**src/rtl/vga_sync.sv**
```systemverilog
// VGA timing generator: free-running h/v counters with registered sync, visible-area
// flag and line/frame start strobes. Geometry and sync polarity are set per mode.
module vga_sync #(
    parameter int unsigned H_VISIBLE  = 640,
    parameter int unsigned H_FRONT    = 16,
    parameter int unsigned H_SYNC     = 96,
    parameter int unsigned H_BACK     = 48,
    parameter int unsigned V_VISIBLE  = 480,
    parameter int unsigned V_FRONT    = 10,
    parameter int unsigned V_SYNC     = 2,
    parameter int unsigned V_BACK     = 33,
    parameter bit          H_SYNC_POL = 1'b0,
    parameter bit          V_SYNC_POL = 1'b0,
    parameter int unsigned COORD_W    = 10
) (
    input  logic               clk_i,
    input  logic               reset_i,
    input  logic               enable_i,
    output logic [COORD_W-1:0] x_o,
    output logic [COORD_W-1:0] y_o,
    output logic               hsync_o,
    output logic               vsync_o,
    output logic               visible_o,
    output logic               line_start_o,
    output logic               frame_start_o
);

    localparam int unsigned H_TOTAL = H_VISIBLE + H_FRONT + H_SYNC + H_BACK;
    localparam int unsigned V_TOTAL = V_VISIBLE + V_FRONT + V_SYNC + V_BACK;

    if ((longint'(H_TOTAL) > (longint'(1) << COORD_W)) ||
        (longint'(V_TOTAL) > (longint'(1) << COORD_W))) begin : g_width_check
        $error("vga_sync: COORD_W too narrow for H_TOTAL-1 / V_TOTAL-1");
    end

    localparam logic [COORD_W-1:0] H_LAST     = COORD_W'(H_TOTAL - 1);
    localparam logic [COORD_W-1:0] V_LAST     = COORD_W'(V_TOTAL - 1);
    localparam logic [COORD_W-1:0] H_VIS_END  = COORD_W'(H_VISIBLE);
    localparam logic [COORD_W-1:0] V_VIS_END  = COORD_W'(V_VISIBLE);
    localparam logic [COORD_W-1:0] H_SYNC_BEG = COORD_W'(H_VISIBLE + H_FRONT);
    localparam logic [COORD_W-1:0] H_SYNC_END = COORD_W'(H_VISIBLE + H_FRONT + H_SYNC);
    localparam logic [COORD_W-1:0] V_SYNC_BEG = COORD_W'(V_VISIBLE + V_FRONT);
    localparam logic [COORD_W-1:0] V_SYNC_END = COORD_W'(V_VISIBLE + V_FRONT + V_SYNC);

    logic [COORD_W-1:0] h_q, h_d, v_q, v_d;
    logic [COORD_W-1:0] x_q, y_q;
    logic               hsync_q, vsync_q, visible_q, line_start_q, frame_start_q;
    logic               hs_act, vs_act, vis;

    always_comb begin
        h_d = h_q + 1'b1;
        v_d = v_q;
        if (h_q == H_LAST) begin
            h_d = '0;
            v_d = (v_q == V_LAST) ? '0 : v_q + 1'b1;
        end
    end

    always_comb begin
        hs_act = (h_q >= H_SYNC_BEG) && (h_q < H_SYNC_END);
        vs_act = (v_q >= V_SYNC_BEG) && (v_q < V_SYNC_END);
        vis    = (h_q < H_VIS_END) && (v_q < V_VIS_END);
    end

    // Outputs show the decode of the counter value the counters are leaving this edge.
    always_ff @(posedge clk_i or posedge reset_i) begin
        if (reset_i) begin
            h_q           <= '0;
            v_q           <= '0;
            x_q           <= '0;
            y_q           <= '0;
            hsync_q       <= ~H_SYNC_POL;
            vsync_q       <= ~V_SYNC_POL;
            visible_q     <= 1'b0;
            line_start_q  <= 1'b0;
            frame_start_q <= 1'b0;
        end else if (enable_i) begin
            h_q           <= h_d;
            v_q           <= v_d;
            x_q           <= h_q;
            y_q           <= v_q;
            hsync_q       <= hs_act ? H_SYNC_POL : ~H_SYNC_POL;
            vsync_q       <= vs_act ? V_SYNC_POL : ~V_SYNC_POL;
            visible_q     <= vis;
            line_start_q  <= (h_q == '0);
            frame_start_q <= (h_q == '0) && (v_q == '0);
        end else begin
            // Strobes must not repeat while stalled on the same position.
            line_start_q  <= 1'b0;
            frame_start_q <= 1'b0;
        end
    end

    assign x_o           = x_q;
    assign y_o           = y_q;
    assign hsync_o       = hsync_q;
    assign vsync_o       = vsync_q;
    assign visible_o     = visible_q;
    assign line_start_o  = line_start_q;
    assign frame_start_o = frame_start_q;

endmodule

```
**config.mk**
```make
export PLATFORM = sky130hd
export DESIGN_NAME = vga_sync
export DESIGN_NICKNAME = d
export VERILOG_FILES = /design/src/rtl/vga_sync.sv
export SDC_FILE = /design/constraint.sdc
export NUM_CORES = 1
export LEC_CHECK = 0
export BUFFER_PORTS_ARGS = -buffer_cell sky130_fd_sc_hd__buf_2
export CORE_MARGIN = 4
export CORE_UTILIZATION = 40
export CTS_BUF_LIST = sky130_fd_sc_hd__clkbuf_16
export CTS_CLUSTER_SIZE = 10
export DETAILED_ROUTE_END_ITERATION = 10
export GPL_TIMING_DRIVEN = 0
export MAX_ROUTING_LAYER = met4
export PLACE_DENSITY = 0.67
export SYNTH_ARGS = -nofsm -noshare
export SYNTH_HDL_FRONTEND = slang
export SYNTH_SLANG_ARGS = --single-unit
```
**constraint.sdc**
```tcl
create_clock -name clk_i -period 3.55 [get_ports clk_i]
set_input_delay 0.1775 -clock clk_i [delete_from_list [all_inputs] [get_ports clk_i]]
set_output_delay 0.1775 -clock clk_i [all_outputs]
set_load 0.05 [all_outputs]
```
; Yosys cells after proc, flatten, opt, wreduce, memory -nomap -nowiden
; Index checks and enable logic that the tools add are counted.
[op_classes]
addsub = 2
magnitude_cmp = 6
n_eq_ne = 2
mux = 6
n_reduce_logical = 7
[op_table]
columns = op, count
row1 = $add A10 B1 Y10 const B, 2
row2 = $eq A10 B10 Y1 const B, 2
row3 = $logic_not A10 Y1, 2
row4 = $lt A10 B10 Y1 const B, 2
row5 = $lt A10 B9 Y1 const B, 2
row6 = $mux W10, 2
row7 = $ge A10 B10 Y1 const B, 1
row8 = $ge A10 B9 Y1 const B, 1
row9 = $logic_and A1 B1 Y1, 4
row10 = $mux W1, 4
row11 = $reduce_and A2 Y1, 1
[totals]
reg_bits = 45
input_bits = 3
output_inout_bits = 25
wordCells = 32

; Depth between registers and ports, before layout
; Gate-level depths: netlist of the first run.
[depth]
ltp_word = 3
mapped_depth = 6
depth_no_buf = 6

; Worst setup path before layout of the first run
; Ideal clock, no wire load.
[synth_timing]
kind = register to register
start = reg h_q[0]
end = reg v_q[7]
setup_time_ps = 124
arrival_time_ps = 1578
path_slack_ps = 1848
stages_incl_launch_ff = 6
path_buffers = 0
period_less_slack_ps = 1702
cell_sequence = dfrtp_1 ha_1 and3_1 nand3_4 or4_4 xnor2_2
[synth_via]
elab_chain_cells = 2
[synth_rtl]
columns = element, line_no
row1 = from (decl), 45  ; logic [COORD_W-1:0] h_q, h_d, v_q, v_d;
row2 = from (signal assigned), 68  ; h_q <= '0;
row3 = from (signal assigned), 78  ; h_q <= h_d;
row4 = $eq A10 B10 Y1, 53  ; if (h_q == H_LAST) begin
row5 = $reduce_and A2 Y1 (no source line), n/a
row6 = to (signal assigned), 79  ; v_q <= v_d;
row7 = to (decl), 45
; No other way between the ends.
; A chain may end at the register's enable or synchronous reset.

; Worst setup path in the final report of the first run
; Ends and elaborated chain as after synthesis.

==> summary.md, run 1 <==
| Metric | Value |
|---|---|
| Area leader, netlist | `dfrtp_1` |
| Warning count from the yosys run | `0` |
| Largest net degree at the start of global routing | `31` |
| Clk pwr share | `32.9%` |
| Min Tclk post-route | `1.89 ns` |
| Fmax achieved | `528 MHz` |
| Largest family of logic cells by synthesized area | `simple AND/OR/NAND/NOR gates` |
| DR DRC count | `0` |
| Comb power frac | `between 10% and 20%` |
| CP Capture Type | `flop` |
| Critical path class | `reg2reg` |
| Post-synth top area share | `52.1%` |
| Critical-path top delay cell | `or4_4` |
| Post-route cell area | `2450 um^2` |
| Root buffer cell | `clkbuf_16` |
| Initial antenna violation count | `0` |
| Slew HR | `61.1%` |
| Core ar. | `4850 um^2` |
| Simple-gate portion of the synthesized area | `between 10% and 20%` |
| Cell Area, Placed | `2300 um^2` |
| Flop pwr share | `47.5%` |
| NetSw | `between 400 and 500 uW` |
| WL/cell | `13.9 um` |
| Yosys cell types | `38` |
| Post-synth top cells | `dfrtp_1 (43), mux2_1 (20), nand2_1 (12), nand3_1 (12), inv_1 (9)` |
| Crit path launch type | `flop` |
| Arrival @ worst endpoint | `2.06 ns` |
| Chip height | `79.8 um` |
| Cell depth of the worst hold path | `5` |
| Total track usage | `14.3%` |
| Largest cells by area after synthesis | `dfrtp_1 (52%), mux2_1 (11%), xnor2_1 (3.4%)` |
| Post-synth EDFFs | `0` |
| First-pass GRT wire length | `between 6 and 7 mm` |
| Num CTS Buffers | `5` |
| Avg Cell Area, Syn | `12.0 um^2` |
| Final Hold Viols | `0` |
| Row count | `25` |
| I/O Buffers | `26` |
| Mapped Area | `2060 um^2` |
| # fillers | `~440` |
| Worst EP required | `3.72 ns` |
| Met1 WL | `2.01 mm` |
| Post-Syn Nets | `180` |
| DRT Pass-1 Iters | `4` |
| Int Pwr | `901 uW` |
| Initial drt markers | `60` |
| Via Count | `1378` |
| Antenna cells | `0` |
| CTS clk-pin slew, worst paths | `0.06 ns` |
| Routed Antenna Nets | `0` |
| Routed wl met2 | `1.57 mm` |
| Post CTS Setup Buffer Count | `0` |
| Synth Area in Compound Gates | `3.76%` |
| I/O pin count | `28` |
| HPWL Detailed | `2.77 mm` |
| Flops & latches, synth | `45` |
| Slowest stage delay, CP | `0.57 ns` |
| Actual slew at the worst max-slew pin | `0.583 ns` |
| Die Width | `79.8 um` |
| Post-synth top flop | `dfrtp_1` |
| PD cells | `539 nW/um^2` |
| Fin Setup TNS | `0 ns` |
| Full die area | `6370 um^2` |
| Top Metal Used | `met4` |
| Final worst-path cycle share | `between 50% and 60%` |
| Post-synthesis sequential area ratio | `54.7%` |
| Vias per cell | `5.01` |
| Final WL | `3.83 mm` |
| Adder-Cell Fraction of Synth Area | `3.03%` |
| MaxCap Viol Count | `0` |
| Fraction of registers with async set/reset | `between 90% and 100%` |
| Final Skew | `~0.0046 ns` |
| Layout cells sized above 1 | `22.6%` |
| Total grt overflow | `0` |
| Starting Density | `42.6%` |
| Max VDD drop | `roughly 260 uV` |
| Final net count | `215` |
| Most numerous cell in the Yosys netlist | `dfrtp_1` |
| Leak | `1.15 nW` |
| Vias in the first global route | `approximately 1400` |
| P&R area growth vs syn | `18.5%` |
| Met3 Routed Length | `180 um` |
| Final max-slew violation count | `0` |
| Routability cong. | `0.828` |
| H-tree level count | `2` |
| CTS max path bufs | `2` |
| CTS resizes | `0` |
| Final setup violating endpoints | `0` |
| Register-to-Register Path Depth | `5` |
| CTS sink cnt | `45` |
| Max FO, Critical Path | `6` |
| Place WS | `about 1.7 ns` |
| CP cell instances | `ha_1 > and3_1 > nand3_4 > or4_4 > xnor2_2` |
| Net Sw Frac | `31.6%` |
| RSZ-0062 raised after global routing | `no` |
| Cells after DPL | `266` |
| Status | `finished, final reports clean` |
| Mapped Cells | `172` |
| Xor and xnor area share after synthesis | `5.03%` |
| Clk Latency, worst-skew pair | `0.28 ns` |
| Worst hold path type | `in2reg` |
| Final worst slack | `1.66 ns` |
| Post-synthesis mux area share | `12.9%` |
| Layout Cells excl Fill | `275` |
| CTS tree | `built` |
placed cells by master, fill, tap and decap left out, types with 4 or more instances in the layout:
| cell | n |
|---|---|
| o21ai_1 | 4 |
| inv_1 | 8 |
| xnor2_1 | 8 |
| mux2_1 | 20 |
| clkbuf_16 | 5 |
| ha_1 | 5 |
| dfrtp_1 | 43 |
| and3_1 | 5 |
| nand2_1 | 12 |
| nand4_1 | 7 |
| buf_2 | 29 |
| nor2_1 | 8 |
| nand3_1 | 12 |
layout make-up:
type                    instances  area [um^2]  share of cell area (%)
clock buffers                   5          125                    5.12
clock inverters                 3         12.5                   0.512
well taps                      67         83.8                    3.43
repair buffers                 28          160                    6.55
multi-input cells             112          876                    35.8
flip-flops and latches         45         1130                    46.1
plain buffers                   6         26.3                    1.07
inverters                       9         33.8                    1.38
stage by stage:
step | total power [mW] | hold slack [ns] | utilization [%]
after floorplan | 0.830 | 0.457 | -
after global placement | 0.887 | 0.461 | 47.0
after detailed placement | 0.897 | 0.174 | 47.4
after CTS | 1.34 | 0.395 | 50.5
after global routing | 1.39 | 0.451 | 50.5
final | 1.32 | 0.397 | 50.5
critical path, delay by kind of cell (launching register included):
kind,cells,cell delay [ns]
AND/OR/NAND/NOR,3,1.01
flip-flops,1,0.40
XOR/XNOR,1,0.14
adder cells (fa/ha/maj),1,0.23
metal layers:
metal / vias to the layer above / track usage [%]
li1: 677 / -
met5: - / -
met2: 28 / 19.6
met4: 0 / 6.25
met3: 7 / 4.74
met1: 666 / 19.3
power by group through the flow:
stage | Combinational, mW | Clock [mW] | Sequential [mW]
after floorplan | 0.101 | 0 | 0.729
after global placement | 0.255 | 0 | 0.633
after detailed placement | 0.262 | 0 | 0.635
after CTS | 0.264 | 0.451 | 0.626
after global routing | 0.283 | 0.474 | 0.636
final | 0.259 | 0.434 | 0.626
kinds of logic after synthesis:
logic type,Yosys count
DFF,45
AOI/OAI and AO/OA,11
adders and majority gates,5
buffers and inverters,15
muxes,24
xor gates and xnor gates,11
and+or+nand+nor,61
flip-flops by register name, summed over array words and instances (netlist names):
register / flops
line_start_o: 1
x_o: 10
frame_start_o: 1
y_o: 10
vsync_o: 1
hsync_o: 1
h_q: 10
visible_o: 1
v_q: 10
what timing repair did:
action / in CTS / in global routing
endpoints found under the setup margin: 0 / 0
hold buffers: 1 / 0
endpoints found under the hold margin: 14 / 0
final timing paths:
check / from / endpoint / slack, ns
min in group asynchronous: reset_i / h_q[5]$_DFFE_PP0P_ / 0.41
setup reg to reg: h_q[0]$_DFFE_PP0P_ / v_q[7]$_DFFE_PP0P_ / 1.66
max in group asynchronous: reset_i / vsync_o$_DFFE_PP1P_ / 2.61
hold reg to reg: x_o[0]$_DFFE_PP0P_ / x_o[0]$_DFFE_PP0P_ / 0.47
setup / recovery: h_q[0]$_DFFE_PP0P_ / v_q[7]$_DFFE_PP0P_ / 1.66
hold / removal: enable_i / h_q[8]$_DFFE_PP0P_ / 0.40
Power figures use the tool's default switching activity.
==> run 2: changes to the inputs <==
Settings changed: PLACE_DENSITY 0.67 to 0.69.
Clock period 3.55 ns to 1.5 ns, I/O delays scaled along.
==> summary.md, run 2 (synthesis results as in run 1) <==
| Metric | Value |
|---|---|
| Status | `complete, but fails checks` |
| Failing checks | `negative setup slack` |
| CTS clk-pin slew, worst paths | `0.06 ns` |
| Slowest stage delay, CP | `0.44 ns` |
| CP cell instances | `and4b_4 > nand3_4 > or4_4 > xnor2_2` |
| Fmax achieved | `645 MHz` |
| Leak | `1.24 nW` |
| Initial drt markers | `85` |
| I/O Buffers | `26` |
| Starting Density | `42.6%` |
| RSZ-0062 raised after global routing | `yes` |
| Post-layout util | `between 50% and 60%` |
| Final WL | `4.26 mm` |
| Final worst-path cycle share | `103%` |
| Routed Antenna Nets | `0` |
| Initial antenna violation count | `0` |
| P&R area growth vs syn | `31.6%` |
| Most common cell after layout, fill and taps aside | `dfrtp_1` |
| Largest net degree at the start of global routing | `32` |
| Layout Cells excl Fill | `293` |
| Most frequent cells in the layout | `dfrtp_1 (32), buf_2 (27), mux2_1 (20)` |
| Max FO, Critical Path | `3` |
| Vias in the first global route | `1442` |
| Core ar. | `4850 um^2` |
| CTS tree | `built` |
| Min Tclk post-route | `1.55 ns` |
| Via Count | `roughly 1500` |
| Num CTS Buffers | `5` |
| Layout cells sized above 1 | `approximately 39%` |
| Net Sw Frac | `30.4%` |
| Arrival @ worst endpoint | `1.71 ns` |
| Max VDD drop | `714 uV` |
| PD cells | `between 1000 and 1500 nW/um^2` |
| DRT Pass-1 Iters | `4` |
| Clk Latency, worst-skew pair | `0.28 ns` |
| H-tree level count | `2` |
| Vias per cell | `5.11` |
| Crit path launch type | `flop` |
| Slew HR | `roughly three fifths` |
| Total grt overflow | `0` |
| Total power draw | `about 3.4 mW` |
| Total track usage | `14.9%` |
| DR DRC count | `0` |
| Final Skew | `0.00533 ns` |
| Die Width | `79.8 um` |
| Critical path class | `reg2reg` |
| Place WS | `-0.168 ns` |
| Cells after DPL | `266` |
| CTS max path bufs | `2` |
| WL/cell | `14.5 um` |
| Full die area | `roughly 6400 um^2` |
| Flop pwr share | `44.1%` |
| Final worst slack | `-0.0503 ns` |
| NetSw | `1.03 mW` |
| Chip height | `roughly 80 um` |
| MaxCap Viol Count | `0` |
| Critical-path top delay cell | `or4_4` |
| Int Pwr | `2.37 mW` |
| Final max-slew violation count | `0` |
| Antenna cells | `0` |
| CTS sink cnt | `45` |
| Final net count | `233` |
| HPWL Detailed | `2.77 mm` |
| I/O pin count | `28` |
| Comb power frac | `20.7%` |
| Worst hold path type | `in2reg` |
| Cell depth of the worst hold path | `5` |
| Routability cong. | `0.849` |
| Worst EP required | `1.66 ns` |
| First-pass GRT wire length | `approximately 7.1 mm` |
| Root buffer cell | `clkbuf_16` |
| Final Hold Viols | `0` |
| Final setup violating endpoints | `2` |
| CP Capture Type | `flop` |
| Actual slew at the worst max-slew pin | `0.616 ns` |
| Register-to-Register Path Depth | `4` |
| Clk pwr share | `35.2%` |
| Row count | `25` |
[run 2: final timing paths]
check	slack [ns]	startpoint	endpoint
worst max-delay path	-0.05	h_q[7]$_DFFE_PP0P_	v_q[7]$_DFFE_PP0P_
worst min-delay path	0.28	enable_i	h_q[8]$_DFFE_PP0P_
worst max register to register	-0.05	h_q[7]$_DFFE_PP0P_	v_q[7]$_DFFE_PP0P_
worst min register to register	0.48	x_o[2]$_DFFE_PP0P_	x_o[2]$_DFFE_PP0P_
max in group asynchronous	0.65	reset_i	vsync_o$_DFFE_PP1P_
min in group asynchronous	0.30	reset_i	y_o[3]$_DFFE_PP0P_
[run 2: routing by layer]
layer | up-vias | track usage [%] | share of wire, %
met2 | 39 | 21.1 | 46
met3 | 6 | 4.06 | 4.3
met5 | - | - | 0
li1 | 717 | - | -
met4 | 0 | 5.91 | 1.4
met1 | 734 | 20.2 | 48
[run 2: timing repair]
item / 4_1_cts / 5_1_grt
setup endpoints to repair: 11 / 13
resized for setup: 15 / 12
hold buffers: 1 / 0
hold endpoints to repair: 14 / 0
pin swaps: 6 / 3
setup buffers: 10 / 9
[run 2: final cells by class]
type                            count  area (um^2)
Fill cell                         413         2130
Buffer                              5         31.3
Tap cell                           67         83.8
Timing Repair Buffer               47          319
Clock buffer                        5          125
Clock inverter                      3         37.5
Inverter                            9         33.8
Multi-Input combinational cell    112          945
Sequential cell                    45         1140
[run 2: power groups by stage]
stage | combinational (mW) | clock [mW] | sequential [mW]
after floorplan | 0.242 | 0 | 1.73
after global placement | 0.605 | 0 | 1.50
after detailed placement | 0.625 | 0 | 1.51
after CTS | 0.682 | 1.22 | 1.50
after global routing | 0.759 | 1.28 | 1.53
final | 0.706 | 1.20 | 1.50
[run 2: critical path: cells and delay by family, from the launching register on]
family        cells  cell delay, ns
flops             1            0.40
simple gates      3            0.89
xor+xnor          1            0.14
[run 2: per-stage QoR]
stage | setup TNS (ns) | cell area (um^2) | hold WS (ns)
after floorplan | -0.0343 | 2070 | 0.355
after global placement | -9.42 | 2290 | 0.462
after global routing | -0.335 | 2720 | 0.311
after CTS | -0.0676 | 2600 | 0.286
final | -0.0634 | 2720 | 0.283
after detailed placement | -1.19 | 2310 | 0.0585
==> run 3: changes to the inputs <==
Settings changed: SETUP_SLACK_MARGIN from default to 0.4.
Clock period 1.5 ns to 1.4 ns, I/O delays scaled along.
==> summary.md, run 3 (synthesis results as in run 1) <==
| Metric | Value |
|---|---|
| Critical path startpoint | `h_q[5]$_DFFE_PP0P_` |
| Vias per cell | `5.20` |
| Setup slack, reg-to-reg | `-0.19 ns` |
| Final Skew | `roughly 0.0027 ns` |
| Initial antenna violation count | `0` |
| Routability cong. | `between 0.8 and 0.9` |
| Fin Setup TNS | `-1.46 ns` |
| Clk Latency, worst-skew pair | `0.28 ns` |
| FF-to-FF Start | `h_q[5]$_DFFE_PP0P_` |
| Starting Density | `42.6%` |
| Final setup violating endpoints | `14` |
| Fmax achieved | `627 MHz` |
| P&R area growth vs syn | `44.5%` |
| Slowest stage delay, CP | `about 0.44 ns` |
| CTS sink cnt | `45` |
| Clk pwr share | `29.6%` |
| H-tree level count | `2` |
| Routed Antenna Nets | `0` |
| CP Capture Point | `v_q[7]$_DFFE_PP0P_` |
| Int Pwr | `2.47 mW` |
| Hold_buf cts | `0` |
| Die Width | `around 80 um` |
| Via Count | `around 1600` |
| Final Hold Viols | `43` |
| Largest net degree at the start of global routing | `46` |
| Reg2reg end | `v_q[7]$_DFFE_PP0P_` |
| Critical path class | `reg2reg` |
| Final worst-path cycle share | `114%` |
| First-pass GRT wire length | `7.68 mm` |
| Chip height | `79.8 um` |
| Net Sw Frac | `32.2%` |
| PD cells | `about 1200 nW/um^2` |
| DR DRC count | `0` |
| Slew HR | `36.0%` |
| Total power draw | `3.64 mW` |
| Status | `complete, but fails checks` |
| RSZ-0062 raised after global routing | `yes` |
| CP Capture Type | `flop` |
| Register-to-Register Path Depth | `5` |
| Final worst slack | `-0.195 ns` |
| Core ar. | `4850 um^2` |
| Critical-path top delay cell | `or4_4` |
| DRT Pass-1 Iters | `4` |
| HPWL Detailed | `approximately 2.7 mm` |
| Min Tclk post-route | `1.59 ns` |
| Worst hold path type | `in2async` |
| Most frequent cells in the layout | `dfrtp_2 (32), buf_2 (25), mux2_1 (18)` |
| WL/cell | `16.0 um` |
| I/O pin count | `28` |
| Worst EP required | `1.57 ns` |
| Arrival @ worst endpoint | `1.76 ns` |
| Total track usage | `16.1%` |
| Max VDD drop | `714 uV` |
| Full die area | `6370 um^2` |
| Comb power frac | `25.7%` |
| CTS tree | `built` |
| Num CTS Buffers | `5` |
| Layout cells sized above 1 | `62.4%` |
| Final net count | `around 240` |
| Vias in the first global route | `about 1600` |
| Root buffer cell | `clkbuf_16` |
| Max FO, Critical Path | `4` |
| CTS max path bufs | `2` |
| Antenna cells | `0` |
| Failing checks | `negative hold slack, negative setup slack` |
| Most common cell after layout, fill and taps aside | `dfrtp_2` |
| NetSw | `approximately 1.2 mW` |
| CP cell instances | `buf_6 > nor3b_4 > nand3_4 > or4_4 > xnor2_2` |
| Flop pwr share | `44.6%` |
| MaxCap Viol Count | `0` |
| Leak | `between 1 and 1.5 nW` |
| Final WL | `around 5 mm` |
| Actual slew at the worst max-slew pin | `0.958 ns` |
| Total grt overflow | `0` |
| CTS clk-pin slew, worst paths | `0.06 ns` |
| Initial drt markers | `78` |
| Row count | `25` |
| Crit path launch type | `flop` |
| Final max-slew violation count | `0` |
| WHS | `-0.0127 ns` |
| I/O Buffers | `26` |
run 3: changes by cell type in the layout (fill, tap and decap cells not counted), moves of 3 or more:
cell | before | now
dfrtp_1 | 32 | 11
dfrtp_2 | 11 | 32
buf_6 | 1 | 15
nand3_1 | 12 | 7
nand3_2 | 0 | 5
nor2_1 | 7 | 2
mux2_4 | 0 | 3
nand2_1 | 12 | 9
nor2_2 | 1 | 4
run 3: final cells by class:
class / count / area [um^2]
Clock inverter: 3 / 11.3
Multi-Input combinational cell: 112 / 1080
Buffer: 6 / 41.3
Fill cell: 362 / 1870
Inverter: 9 / 37.5
Sequential cell: 45 / 1170
Tap cell: 67 / 83.8
Timing Repair Buffer: 57 / 439
Clock buffer: 5 / 125
run 3: how the worst min path moves through the flow:
| stage | startpoint | to | slack (ns) | cells past startpoint |
|---|---|---|---|---|
| finish | reset_i | x_o[0]$_DFFE_PP0P_ | -0.01 | 2 |
| global route | reset_i | x_o[0]$_DFFE_PP0P_ | 0.08 | 2 |
| CTS | reset_i | v_q[2]$_DFFE_PP0P_ | 0.02 | 2 |
| detailed placement | reset_i | h_q[0]$_DFFE_PP0P_ | 0.32 | 2 |
| global placement | reset_i | h_q[1]$_DFFE_PP0P_ | 0.31 | 2 |
| floorplan | reset_i | frame_start_o$_DFF_PP0_ | 0.08 | 1 |
run 3: per-stage QoR:
step / hold slack [ns] / utilization (%) / instance area (um^2) / worst slack, ns / instances
after floorplan: 0.0791 / - / 2120 / -0.134 / 172
after global placement: 0.309 / 48.1 / 2330 / -0.234 / 265
after detailed placement: 0.323 / 48.1 / 2330 / -0.252 / 265
after CTS: 0.0221 / 55.9 / 2710 / -0.164 / 290
after global routing: 0.0846 / 61.5 / 2980 / -0.268 / 304
final: -0.0127 / 61.5 / 2980 / -0.195 / 304
run 3: critical path, delay by kind of cell (launching register included):
| kind | cells | cell delay (ns) |
|---|---|---|
| AND/OR/NAND/NOR | 3 | 0.85 |
| flip-flops | 1 | 0.37 |
| XOR/XNOR | 1 | 0.14 |
| buffers and inverters | 1 | 0.12 |
run 3: power groups by stage:
stage	sequential, mW	combinational [mW]	clock (mW)
floorplan	1.87	0.260	0
global placement	1.62	0.648	0
detailed placement	1.63	0.666	0
CTS	1.63	0.784	1.11
global route	1.66	0.996	1.17
finish	1.63	0.937	1.08
run 3: metal layers:
layer	wire length (um)	share of wire [%]	GRT usage, %
met1	2200	45	20.7
met2	2330	48	24.4
met3	204	4.2	3.39
met4	135	2.8	7.60
met5	0	0	-
run 3: repair_timing:
item	in CTS	in global routing
setup buffers	17	14
hold endpoints to repair	0	0
resized for setup	34	43
pin swaps	20	17
endpoints found under the setup margin	26	29
